$ cat config.mk
export PLATFORM = sky130hd
export DESIGN_NAME = button_press_classifier
export DESIGN_NICKNAME = d
export VERILOG_FILES = /design/src/rtl/button_press_classifier.sv
export SDC_FILE = /design/constraint.sdc
export NUM_CORES = 1
export LEC_CHECK = 0
export ABC_CLOCK_PERIOD_IN_PS = 2680
export CAP_MARGIN = 10
export CORE_MARGIN = 1
export CORE_UTILIZATION = 56
export CTS_CLUSTER_SIZE = 25
export DETAILED_ROUTE_END_ITERATION = 12
export PLACE_DENSITY = 0.72
export SLEW_MARGIN = 10
export SYNTH_ARGS = -nofsm -noshare
export SYNTH_HDL_FRONTEND = slang
export SYNTH_SLANG_ARGS = --single-unit
$ cat constraint.sdc
create_clock -name clk -period 2.68 [get_ports clk]
set_input_delay 0.536 -clock clk [delete_from_list [all_inputs] [get_ports clk]]
set_output_delay 0.536 -clock clk [all_outputs]
set_load 0.05 [all_outputs]
$ cat src/rtl/button_press_classifier.sv
// Three-button front end: synchronise, debounce, classify inc presses as short/long, arbitrate pulses.
// Optional macro LONG_REPEAT_EN: while inc is held past the long threshold, emit inc_short every REPEAT_CYCLES.
module button_press_classifier #(
   parameter int unsigned DEBOUNCE_CYCLES = 500000,
   parameter int unsigned LONG_CYCLES     = 50000000,
   parameter int unsigned REPEAT_CYCLES   = 10000000
) (
   input  logic clk,
   input  logic rst_n,
   input  logic btn_inc,
   input  logic btn_set,
   input  logic btn_sw,
   output logic inc_short,
   output logic inc_long,
   output logic set,
   output logic sw
);

   localparam int unsigned MAX_DL = (DEBOUNCE_CYCLES > LONG_CYCLES) ? DEBOUNCE_CYCLES : LONG_CYCLES;
   localparam int unsigned MAXP   = (MAX_DL > REPEAT_CYCLES) ? MAX_DL : REPEAT_CYCLES;
   localparam int unsigned CW     = ($clog2(MAXP + 1) < 1) ? 1 : $clog2(MAXP + 1);
   localparam int unsigned NB     = 3;
   localparam int unsigned NE     = 4;

   localparam logic [CW-1:0] DB_LAST   = CW'(DEBOUNCE_CYCLES - 1);
   localparam logic [CW-1:0] LONG_LAST = CW'(LONG_CYCLES - 1);
   localparam logic [CW-1:0] CNT_MAX   = '1;
`ifdef LONG_REPEAT_EN
   localparam logic [CW-1:0] REP_LAST  = CW'(REPEAT_CYCLES - 1);
`endif

   typedef enum logic [1:0] {
      IDLE      = 2'd0,
      HELD      = 2'd1,
      LONG_HELD = 2'd2
   } state_e;

   // Button index: 0 = inc, 1 = set, 2 = sw
   logic [NB-1:0] raw_c;
   logic [NB-1:0] sync1_q, sync2_q;
   logic [NB-1:0] lvl_q, lvl_d;
   logic [CW-1:0] db_cnt_q [NB];
   logic [CW-1:0] db_cnt_d [NB];
   logic [NB-1:0] rise_c;
   logic          inc_fall_c;

   state_e        state_q;
   logic [CW-1:0] hold_cnt_q;
`ifdef LONG_REPEAT_EN
   logic [CW-1:0] rep_cnt_q;
`endif
   logic          short_evt_c, long_evt_c;

   // Event index: 0 = inc_short, 1 = set, 2 = inc_long, 3 = sw (also the priority order)
   logic [NE-1:0] pend_q, pend_d;
   logic [NE-1:0] new_evt_c, grant_c;
   logic [NE-1:0] out_q;

   assign raw_c = {btn_sw, btn_set, btn_inc};

   // Two-flop synchronisers
   always_ff @(posedge clk or negedge rst_n) begin
      if (!rst_n) begin
         sync1_q <= '0;
         sync2_q <= '0;
      end else begin
         sync1_q <= raw_c;
         sync2_q <= sync1_q;
      end
   end

   // Debounce: level flips after DEBOUNCE_CYCLES consecutive mismatching samples
   always_comb begin
      lvl_d = lvl_q;
      for (int i = 0; i < int'(NB); i++) begin
         db_cnt_d[i] = '0;
         if (sync2_q[i] != lvl_q[i]) begin
            if (db_cnt_q[i] == DB_LAST) begin
               lvl_d[i] = sync2_q[i];
            end else if (db_cnt_q[i] != CNT_MAX) begin
               db_cnt_d[i] = db_cnt_q[i] + CW'(1);
            end else begin
               db_cnt_d[i] = db_cnt_q[i];
            end
         end
      end
   end

   always_ff @(posedge clk or negedge rst_n) begin
      if (!rst_n) begin
         lvl_q <= '0;
         for (int i = 0; i < int'(NB); i++) begin
            db_cnt_q[i] <= '0;
         end
      end else begin
         lvl_q <= lvl_d;
         for (int i = 0; i < int'(NB); i++) begin
            db_cnt_q[i] <= db_cnt_d[i];
         end
      end
   end

   assign rise_c     = lvl_d & ~lvl_q;
   assign inc_fall_c = lvl_q[0] & ~lvl_d[0];

   // Inc classification events; the long threshold wins over a simultaneous release
   always_comb begin
      short_evt_c = 1'b0;
      long_evt_c  = 1'b0;
      case (state_q)
         HELD: begin
            if (hold_cnt_q == LONG_LAST) begin
               long_evt_c = 1'b1;
            end else if (inc_fall_c) begin
               short_evt_c = 1'b1;
            end
         end
         LONG_HELD: begin
`ifdef LONG_REPEAT_EN
            if (!inc_fall_c && rep_cnt_q == REP_LAST) begin
               short_evt_c = 1'b1;
            end
`endif
         end
         default: ;
      endcase
   end

   always_ff @(posedge clk or negedge rst_n) begin
      if (!rst_n) begin
         state_q    <= IDLE;
         hold_cnt_q <= '0;
`ifdef LONG_REPEAT_EN
         rep_cnt_q  <= '0;
`endif
      end else begin
         case (state_q)
            IDLE: begin
               if (rise_c[0]) begin
                  state_q    <= HELD;
                  hold_cnt_q <= '0;
               end
            end
            HELD: begin
               if (long_evt_c) begin
                  state_q <= inc_fall_c ? IDLE : LONG_HELD;
`ifdef LONG_REPEAT_EN
                  rep_cnt_q <= '0;
`endif
               end else if (inc_fall_c) begin
                  state_q <= IDLE;
               end else if (hold_cnt_q != CNT_MAX) begin
                  hold_cnt_q <= hold_cnt_q + CW'(1);
               end
            end
            LONG_HELD: begin
               if (inc_fall_c) begin
                  state_q <= IDLE;
               end
`ifdef LONG_REPEAT_EN
               else if (rep_cnt_q == REP_LAST) begin
                  rep_cnt_q <= '0;
               end else if (rep_cnt_q != CNT_MAX) begin
                  rep_cnt_q <= rep_cnt_q + CW'(1);
               end
`endif
            end
            default: state_q <= IDLE;
         endcase
      end
   end

   assign new_evt_c = {rise_c[2], long_evt_c, rise_c[1], short_evt_c};

   // Fixed-priority grant over pending flags; losers stay pending
   always_comb begin
      grant_c = '0;
      if (pend_q[0]) begin
         grant_c[0] = 1'b1;
      end else if (pend_q[1]) begin
         grant_c[1] = 1'b1;
      end else if (pend_q[2]) begin
         grant_c[2] = 1'b1;
      end else if (pend_q[3]) begin
         grant_c[3] = 1'b1;
      end
      pend_d = (pend_q & ~grant_c) | new_evt_c;
   end

   always_ff @(posedge clk or negedge rst_n) begin
      if (!rst_n) begin
         pend_q <= '0;
         out_q  <= '0;
      end else begin
         pend_q <= pend_d;
         out_q  <= grant_c;
      end
   end

   assign inc_short = out_q[0];
   assign set       = out_q[1];
   assign inc_long  = out_q[2];
   assign sw        = out_q[3];

endmodule

==> results by group, run 1 <==
Yosys
  • Syn Inst Count: 751
  • Most instantiated flip-flop cell in the synthesis netlist: dfrtp_1
  • Post-synthesis share of cell area spent on xor and xnor gates: 0.05564
  • Synth warnings: 0
  • Top cells by area, synth: dfrtp_1, mux2i_1, nand2_1
  • Yosys cell types: 64
  • Synth Area in Simple Gates: 0.2909
  • Average footprint of a synthesized cell: 9.431 um^2
  • Largest family of logic cells by synthesized area: simple AND/OR/NAND/NOR gates
  • Cell accounting for the most synthesized area: dfrtp_1
  • Synthesized cell area: 0.007083 mm^2
  • Area share of fa/ha/maj cells after synthesis: 0.007066
  • Mux cell area share after synthesis: 0.04752
  • Fraction of post-synthesis cell area in the top cell type by area: 0.4346
  • Async S/R FF share, synth: 1.000
  • Fraction of the mapped netlist area in compound gates: 0.1364
  • Net count of the mapped netlist: 760
  • Post-synth EDFFs: 0
  • Seq cells post-synth: 123
  • Proportion of synthesized chip area in sequential cells: 0.4346

Clock tree
  • Maximum clock path buffer count: 2
  • Number of buffers created by CTS: 17
  • TritonCTS clock tree: built
  • Clock transition at the register clock pins on the worst setup and hold paths after CTS: 0.05 ns
  • Number of sinks on the clock net: 123
  • CTS Root Cell: clkbuf_16
  • H-tree level count: 4
  • Worst skew pair latency: 0.42 ns
  • Buffer count from post-CTS setup fixing: 0

STA
  • Fin Clk Skew: 0.004609 ns
  • Post-route setup TNS: 0 ns
  • Final worst-path cycle share: 0.8907
  • Final setup violation count: 0
  • Max Transition Viols Final: 0
  • Tightest slew margin relative to the limit: 0.6045
  • Final Critical Period: 2.387 ns
  • RSZ-0062 raised after global routing: false
  • Fmax achieved: 418.9 MHz
  • Number of failing hold endpoints at the final stage: 0
  • Transition at the pin with the smallest max-transition slack: 0.5849 ns

Die
  • Full die area: 0.01310 mm^2
  • Num ports: 9
  • Die X: 114.5 um
  • Chip height: 114.5 um
  • Starting utilization of the core area: 0.5824
  • Core Rows: 40
  • Core area: 0.01216 mm^2

Critical path
  • Crit-path max cell delay: 0.77 ns
  • Worst-path cell with the longest stage delay: or4_1
  • Ordered cell list for the critical path: nand4_4 -> or4_1 -> o31ai_4 -> o21ai_0 -> a21oi_1
  • WP data required: 3.03 ns
  • Arrival time reported for the critical path endpoint: 2.73 ns
  • Type of the worst setup path: flop to flop
  • Critical Path Fanout Max: 13
  • Critical Path Sink Type: flop
  • Nature of the critical path startpoint: flop

Global routing
  • Global routing's busiest layer: met2
  • Initial antenna violation count: 0
  • Global routing met1 resource utilization: 0.3605
  • First-pass GRT wire length: 27.70 mm
  • Total routing usage reported by global routing: 0.2677
  • Grt met2 use: 0.4218
  • Global-route track usage on met3: 0.05982
  • Grt total ovfl: 0
  • Maximum number of pins on one net before global-route repair: 44
  • Number of global-route vias before repair: 5,792

Placed design
  • Half-perimeter wire length after placement: 10.73 mm
  • Area of placed instances: 0.007421 mm^2
  • Number of placed instances, taps included: 915
  • Count of buffers inserted at the top-level ports: 8
  • Gpl congestion: 0.8889

Route
  • Final WL: 16.17 mm
  • Routed wirelength normalized by instance count: 17.11 um
  • Routed vias/inst: 6.361
  • Antenna-violating nets left: 0
  • DRC Markers: 0
  • Detailed Route Iter0 Violations: 586
  • Number of optimization iterations in the first detailed-route pass: 5
  • Detailed-route via count: 6,011

Final layout
  • Final standard cell area without fillers: 0.007951 mm^2
  • Antenna diodes: 0
  • Area Overhead vs Synth: 12.26%
  • Number of nets in the final layout: 775
  • Number of standard cells in the final layout excluding fillers: 945
  • Fraction of final layout cells with drive strength greater than 1: 0.1004

Status
  • Outcome: complete, no violations

Power
  • Leakage power: 3.141 nW
  • Worst-case vdd ir drop: 495.0 uV
  • P per Cell Area: 510.3 mW/mm^2

Flow run
  • Number of maximum-capacitance violations: 0

Worst hold path
  • Type of the most critical hold path: primary input to asynchronous set/reset pin
-- routing by layer --
layer / routed length [um] / share of wire
met1: 7298 / 0.45
met2: 7758 / 0.48
met3: 811 / 0.050
met4: 301 / 0.019
met5: 0 / 0
-- stage by stage --
stage	hold slack (ns)	worst slack, ns	utilization	total power, mW
finish	0.1205	0.2929	0.6538	4.057
global route	0.1585	0.08658	0.6538	4.170
CTS	0.1348	0.1513	0.6527	4.074
detailed placement	0.3347	0.2506	0.6102	2.037
global placement	0.3351	0.3511	0.6102	2.033
floorplan	0.2404	0.4744	-	1.969
-- cell type report --
type / instances / area [um^2]
fill: 983 / 4210
multi-input combinational: 582 / 3826
sequential: 123 / 3078
tap: 168 / 210.2
timing repair buffer: 32 / 282.8
clock inverter: 2 / 10.01
clock buffer: 28 / 506.7
inverter: 10 / 37.54
-- timing repair --
item | CTS | global route
endpoints found under the hold margin | 0 | 0
hold buffers | 0 | 0
gates resized for setup | 0 | 3
setup endpoints to repair | 0 | 20
-- power breakdown --
group | switching, mW | internal [mW]
Combinational | 0.0786 | 0.0346
Sequential | 0.0167 | 1.87
Clock | 0.788 | 1.26
-- critical path, delay by kind of cell (launching register included) --
family | cells | cell delay [ns]
and+or+nand+nor | 2 | 0.98
DFF | 1 | 0.46
AOI/OAI and AO/OA | 3 | 0.87
-- cells by family (layout without fill, tap and decap cells) --
logic type / after synthesis / count (layout)
XOR/XNOR: 45 / 45
multiplexers: 33 / 33
adder cells (fa/ha/maj): 4 / 4
buffers and inverters: 46 / 72
flip-flops: 123 / 123
AO/OA/AOI/OAI: 133 / 133
AND/OR/NAND/NOR: 367 / 367
-- cells in the final DEF (no fill, tap or decap), types with 20 or more instances in the layout --
cell        n
nand2_1    68
buf_4      23
a21oi_1    34
a211oi_1   21
mux2i_1    28
dfrtp_1   123
xnor2_1    27
nand4_1    29
nand3_1    39
nand2b_1   26
o21ai_0    20
and3_1     20
nor2_1     63
-- cells in the mapped netlist (4+ instances only) --
library cell and count:
nor2_1 63, o21ai_0 20, nand3_1 40, nand4b_1 4, a21oi_1 34, or3_1 15, xor2_1 18, o2111ai_1 7
ha_1 4, dfrtp_1 123, mux2i_1 28, buf_2 11, nor2b_1 4, nand2_1 68, nand4_1 29, nand2b_1 26
and2_1 9, or4_1 12, a211oi_1 21, a31oi_1 5, o31ai_1 8, nor3b_1 5, and4_1 11, o211ai_1 5
nor4b_1 9, clkbuf_1 20, xnor2_1 27, inv_1 10, nor3_1 15, nor4_1 19, or2_2 5, and3_1 20
mux2_2 5
-- sequential cells by signal (all words and copies together), names as in the netlist --
name,count
db_cnt_q,78
hold_cnt_q,26
out_q,4
pend_q,4
lvl_q,3
sync1_q,3
sync2_q,3
state_q,2
-- worst paths after layout --
path                       slack, ns            to         start  cells after the start
max in group asynchronous       1.93  db_cnt_q[74]         rst_n                      2
hold / removal                  0.12  db_cnt_q[25]         rst_n                      1
min in group clk                0.35    sync2_q[1]    sync1_q[1]                      0
setup reg to reg                0.29  db_cnt_q[39]  db_cnt_q[30]                      5
hold reg to reg                 0.35    sync2_q[1]    sync1_q[1]                      0
setup / recovery                0.29  db_cnt_q[39]  db_cnt_q[30]                      5
Note: power is estimated with default switching activity, not from simulation.
==> run 2: changes to the inputs <==
Settings changed: ABC_AREA set to 0, CAP_MARGIN 10 to not set, SETUP_SLACK_MARGIN set to 0.2.
==> run 2 against run 1 <==
- final area is 0.66% higher
- count of clock-buffer cells in the layout stayed put
- combinational power hardly changed
- setup slack better by 0.044 ns
- clock power hardly changed
- flip-flop and latch count stayed put
- die area stayed put
- wire length is 1.2% higher
- worst hold slack better by 0.0010 ns
- core utilization is 0.43 points higher
==> results by group, run 2 (synthesis gave the netlist of run 1 again) <==
Clock tree
  • Worst skew pair latency: 0.43 ns (about the same)
  • TritonCTS clock tree: built
  • Maximum clock path buffer count: 2 (unchanged)
  • Total of hold buffers inserted after clock tree synthesis: 0 (unchanged)
  • H-tree level count: 4 (unchanged)
  • Number of sinks on the clock net: 123 (unchanged)
  • Number of buffers created by CTS: 17 (unchanged)
  • CTS Root Cell: clkbuf_16
  • Clock transition at the register clock pins on the worst setup and hold paths after CTS: 0.05 ns (about the same)

STA
  • Post-route setup slack: 0.3366 ns (+0.04365 ns)
  • Max Transition Viols Final: 0 (unchanged)
  • Tightest slew margin relative to the limit: 0.6048 (about the same)
  • Final worst-path cycle share: 0.8744 (-0.01629)
  • Post-route worst hold slack: 0.1215 ns (+0.001042 ns)
  • Final setup violation count: 0 (unchanged)
  • Final Critical Period: 2.343 ns (-0.04365 ns)
  • Number of failing hold endpoints at the final stage: 0 (unchanged)
  • Fin Clk Skew: 0.006757 ns (+0.002148 ns)
  • RSZ-0062 raised after global routing: false
  • Transition at the pin with the smallest max-transition slack: 0.5845 ns (-0.0004283 ns)
  • Fmax achieved: 426.7 MHz (+1.9%)
  • Post-route setup TNS: 0 ns (unchanged)

Final layout
  • Most common cell after layout, fill and taps aside: dfrtp_1
  • Antenna diodes: 0 (unchanged)
  • Reg with most FFs: db_cnt_q
  • Number of standard cells in the final layout excluding fillers: 946 (+0.11%)
  • Area Overhead vs Synth: 13.00%
  • Footprint of the flip-flops and latches: 0.003078 mm^2 (unchanged)
  • Flip-flop count of the largest register, all copies and words added: 78 (unchanged)
  • Most frequent cells in the layout: dfrtp_1, nand2_1, nor2_1
  • Fraction of final layout cells with drive strength greater than 1: 0.1067 (+0.006298)
  • Number of nets in the final layout: 776 (+0.13%)
  • Multi-input combinational cell area: 0.003859 mm^2 (+0.85%)
  • Number of filler cells placed in the layout: 978 (-0.51%)
  • Largest regs: db_cnt_q (78), hold_cnt_q (26)

Placed design
  • Gpl congestion: 0.8889 (unchanged)
  • Count of buffers inserted at the top-level ports: 8 (unchanged)
  • Half-perimeter wire length after placement: 10.73 mm (unchanged)
  • Number of placed instances, taps included: 915 (unchanged)
  • Pre-CTS setup slack: 0.2506 ns (unchanged)

Die
  • Die X: 114.5 um (unchanged)
  • Num ports: 9 (unchanged)
  • Starting utilization of the core area: 0.5824 (unchanged)
  • Core Rows: 40 (unchanged)
  • Full die area: 0.01310 mm^2 (unchanged)
  • Chip height: 114.5 um (unchanged)
  • Core area: 0.01216 mm^2 (unchanged)

Critical path
  • Number of buffers and inverters on the critical path: 1 (+1)
  • Cell depth of the worst flop-to-flop path: 6 (+1)
  • Crit Reg-Reg Startpoint: db_cnt_q[62]
  • Ordered cell list for the critical path: nor4b_1 -> and4_2 -> nand3_4 -> buf_4 -> a211oi_1 -> mux2i_1
  • End of the worst register-to-register path: hold_cnt_q[3]
  • Nature of the critical path startpoint: flop
  • R2R Setup Slk: 0.34 ns (+0.04 ns)
  • Origin of the worst setup path: db_cnt_q[62]
  • Arrival time reported for the critical path endpoint: 2.68 ns (-0.05 ns)
  • Type of the worst setup path: flop to flop
  • Critical Path Fanout Max: 21 (+8)
  • Critical Path Sink Type: flop
  • WP data required: 3.02 ns (about the same)
  • Worst-path cell with the longest stage delay: dfrtp_1
  • Delay-heaviest family, CP: simple AND/OR/NAND/NOR gates
  • Crit-path max cell delay: 0.43 ns (-0.34 ns)

Global routing
  • Initial antenna violation count: 0 (unchanged)
  • Grt total ovfl: 0 (unchanged)
  • Global routing met1 resource utilization: 0.3626 (+0.002084)
  • Number of global-route vias before repair: 5,766 (-0.45%)
  • Global routing's busiest layer: met2
  • Global-route track usage on met3: 0.05823 (-0.001588)
  • Maximum number of pins on one net before global-route repair: 44 (unchanged)
  • First-pass GRT wire length: 27.68 mm (about the same)
  • Grt met2 use: 0.4218 (unchanged)
  • Total routing usage reported by global routing: 0.2677 (unchanged)

Power
  • Worst-case vdd ir drop: 494.2 uV (-0.16%)
  • Leakage power: 3.156 nW (+0.47%)
  • P per Cell Area: 506.4 mW/mm^2 (-0.75%)
  • Post-layout power: 4.054 mW (about the same)

Flow run
  • Number of maximum-capacitance violations: 0 (unchanged)

Route
  • Routed vias/inst: 6.357 (about the same)
  • Final WL: 16.36 mm (+1.2%)
  • Number of optimization iterations in the first detailed-route pass: 5 (unchanged)
  • DRC Markers: 0 (unchanged)
  • Detailed-route via count: 6,014 (+0.050%)
  • Detailed Route Iter0 Violations: 585 (-0.17%)
  • Routed wirelength normalized by instance count: 17.29 um (+1.1%)
  • Antenna-violating nets left: 0 (unchanged)

Worst hold path
  • Type of the most critical hold path: primary input to asynchronous set/reset pin

Status
  • Outcome: complete, no violations
[run 2: how the worst max path moves through the flow]
stage          slack [ns]  depth (start not counted)             end
3_3_place_gp         0.35                          5  hold_cnt_q[25]
2_1_floorplan        0.47                          8  hold_cnt_q[23]
6_report             0.34                          6   hold_cnt_q[3]
3_5_place_dp         0.25                          7   hold_cnt_q[3]
5_1_grt              0.20                          7    db_cnt_q[63]
4_1_cts              0.20                          6   hold_cnt_q[5]
[run 2: area by class of cell]
| class | count | share of cell area |
|---|---|---|
| Inverter | 10 | 0.004690 |
| Tap cell | 168 | 0.02626 |
| Clock buffer | 28 | 0.06331 |
| Sequential cell | 123 | 0.3846 |
| Timing Repair Buffer | 33 | 0.03783 |
| Multi-Input combinational cell | 582 | 0.4821 |
| Clock inverter | 2 | 0.001251 |
[run 2: metal layers]
metal | vias up | part of all wire
met5 | - | 0
met4 | 0 | 0.017
met3 | 32 | 0.049
met2 | 188 | 0.49
met1 | 2955 | 0.45
li1 | 2839 | -
[run 2: metrics by stage]
stage	utilization	area, um^2
5_1_grt	0.6581	8004
3_5_place_dp	0.6102	7421
6_report	0.6581	8004
3_3_place_gp	0.6102	7421
4_1_cts	0.6531	7943
2_1_floorplan	-	7083
[run 2: worst register-to-register path, delay by kind of cell, from the launching register on]
kind	cells	cell delay [ns]
and+or+nand+nor	3	0.96
AOI/OAI and AO/OA	1	0.35
DFF	1	0.43
buffers and inverters	1	0.27
muxes	1	0.25
[run 2: what timing repair did]
item,CTS,global route
gates resized for setup,1,8
hold endpoints to repair,0,0
setup endpoints to repair,3,28
pin swaps,0,1
buffers inserted,0,1
[run 2: report_power, final]
part / internal (mW) / total [mW] / leakage [nW] / switching (mW)
Combinational: 0.0357 / 0.115 / 1.20 / 0.0791
Clock: 1.26 / 2.05 / 0.254 / 0.783
Sequential: 1.88 / 1.89 / 1.70 / 0.0168
Total: 3.18 / 4.05 / 3.16 / 0.878
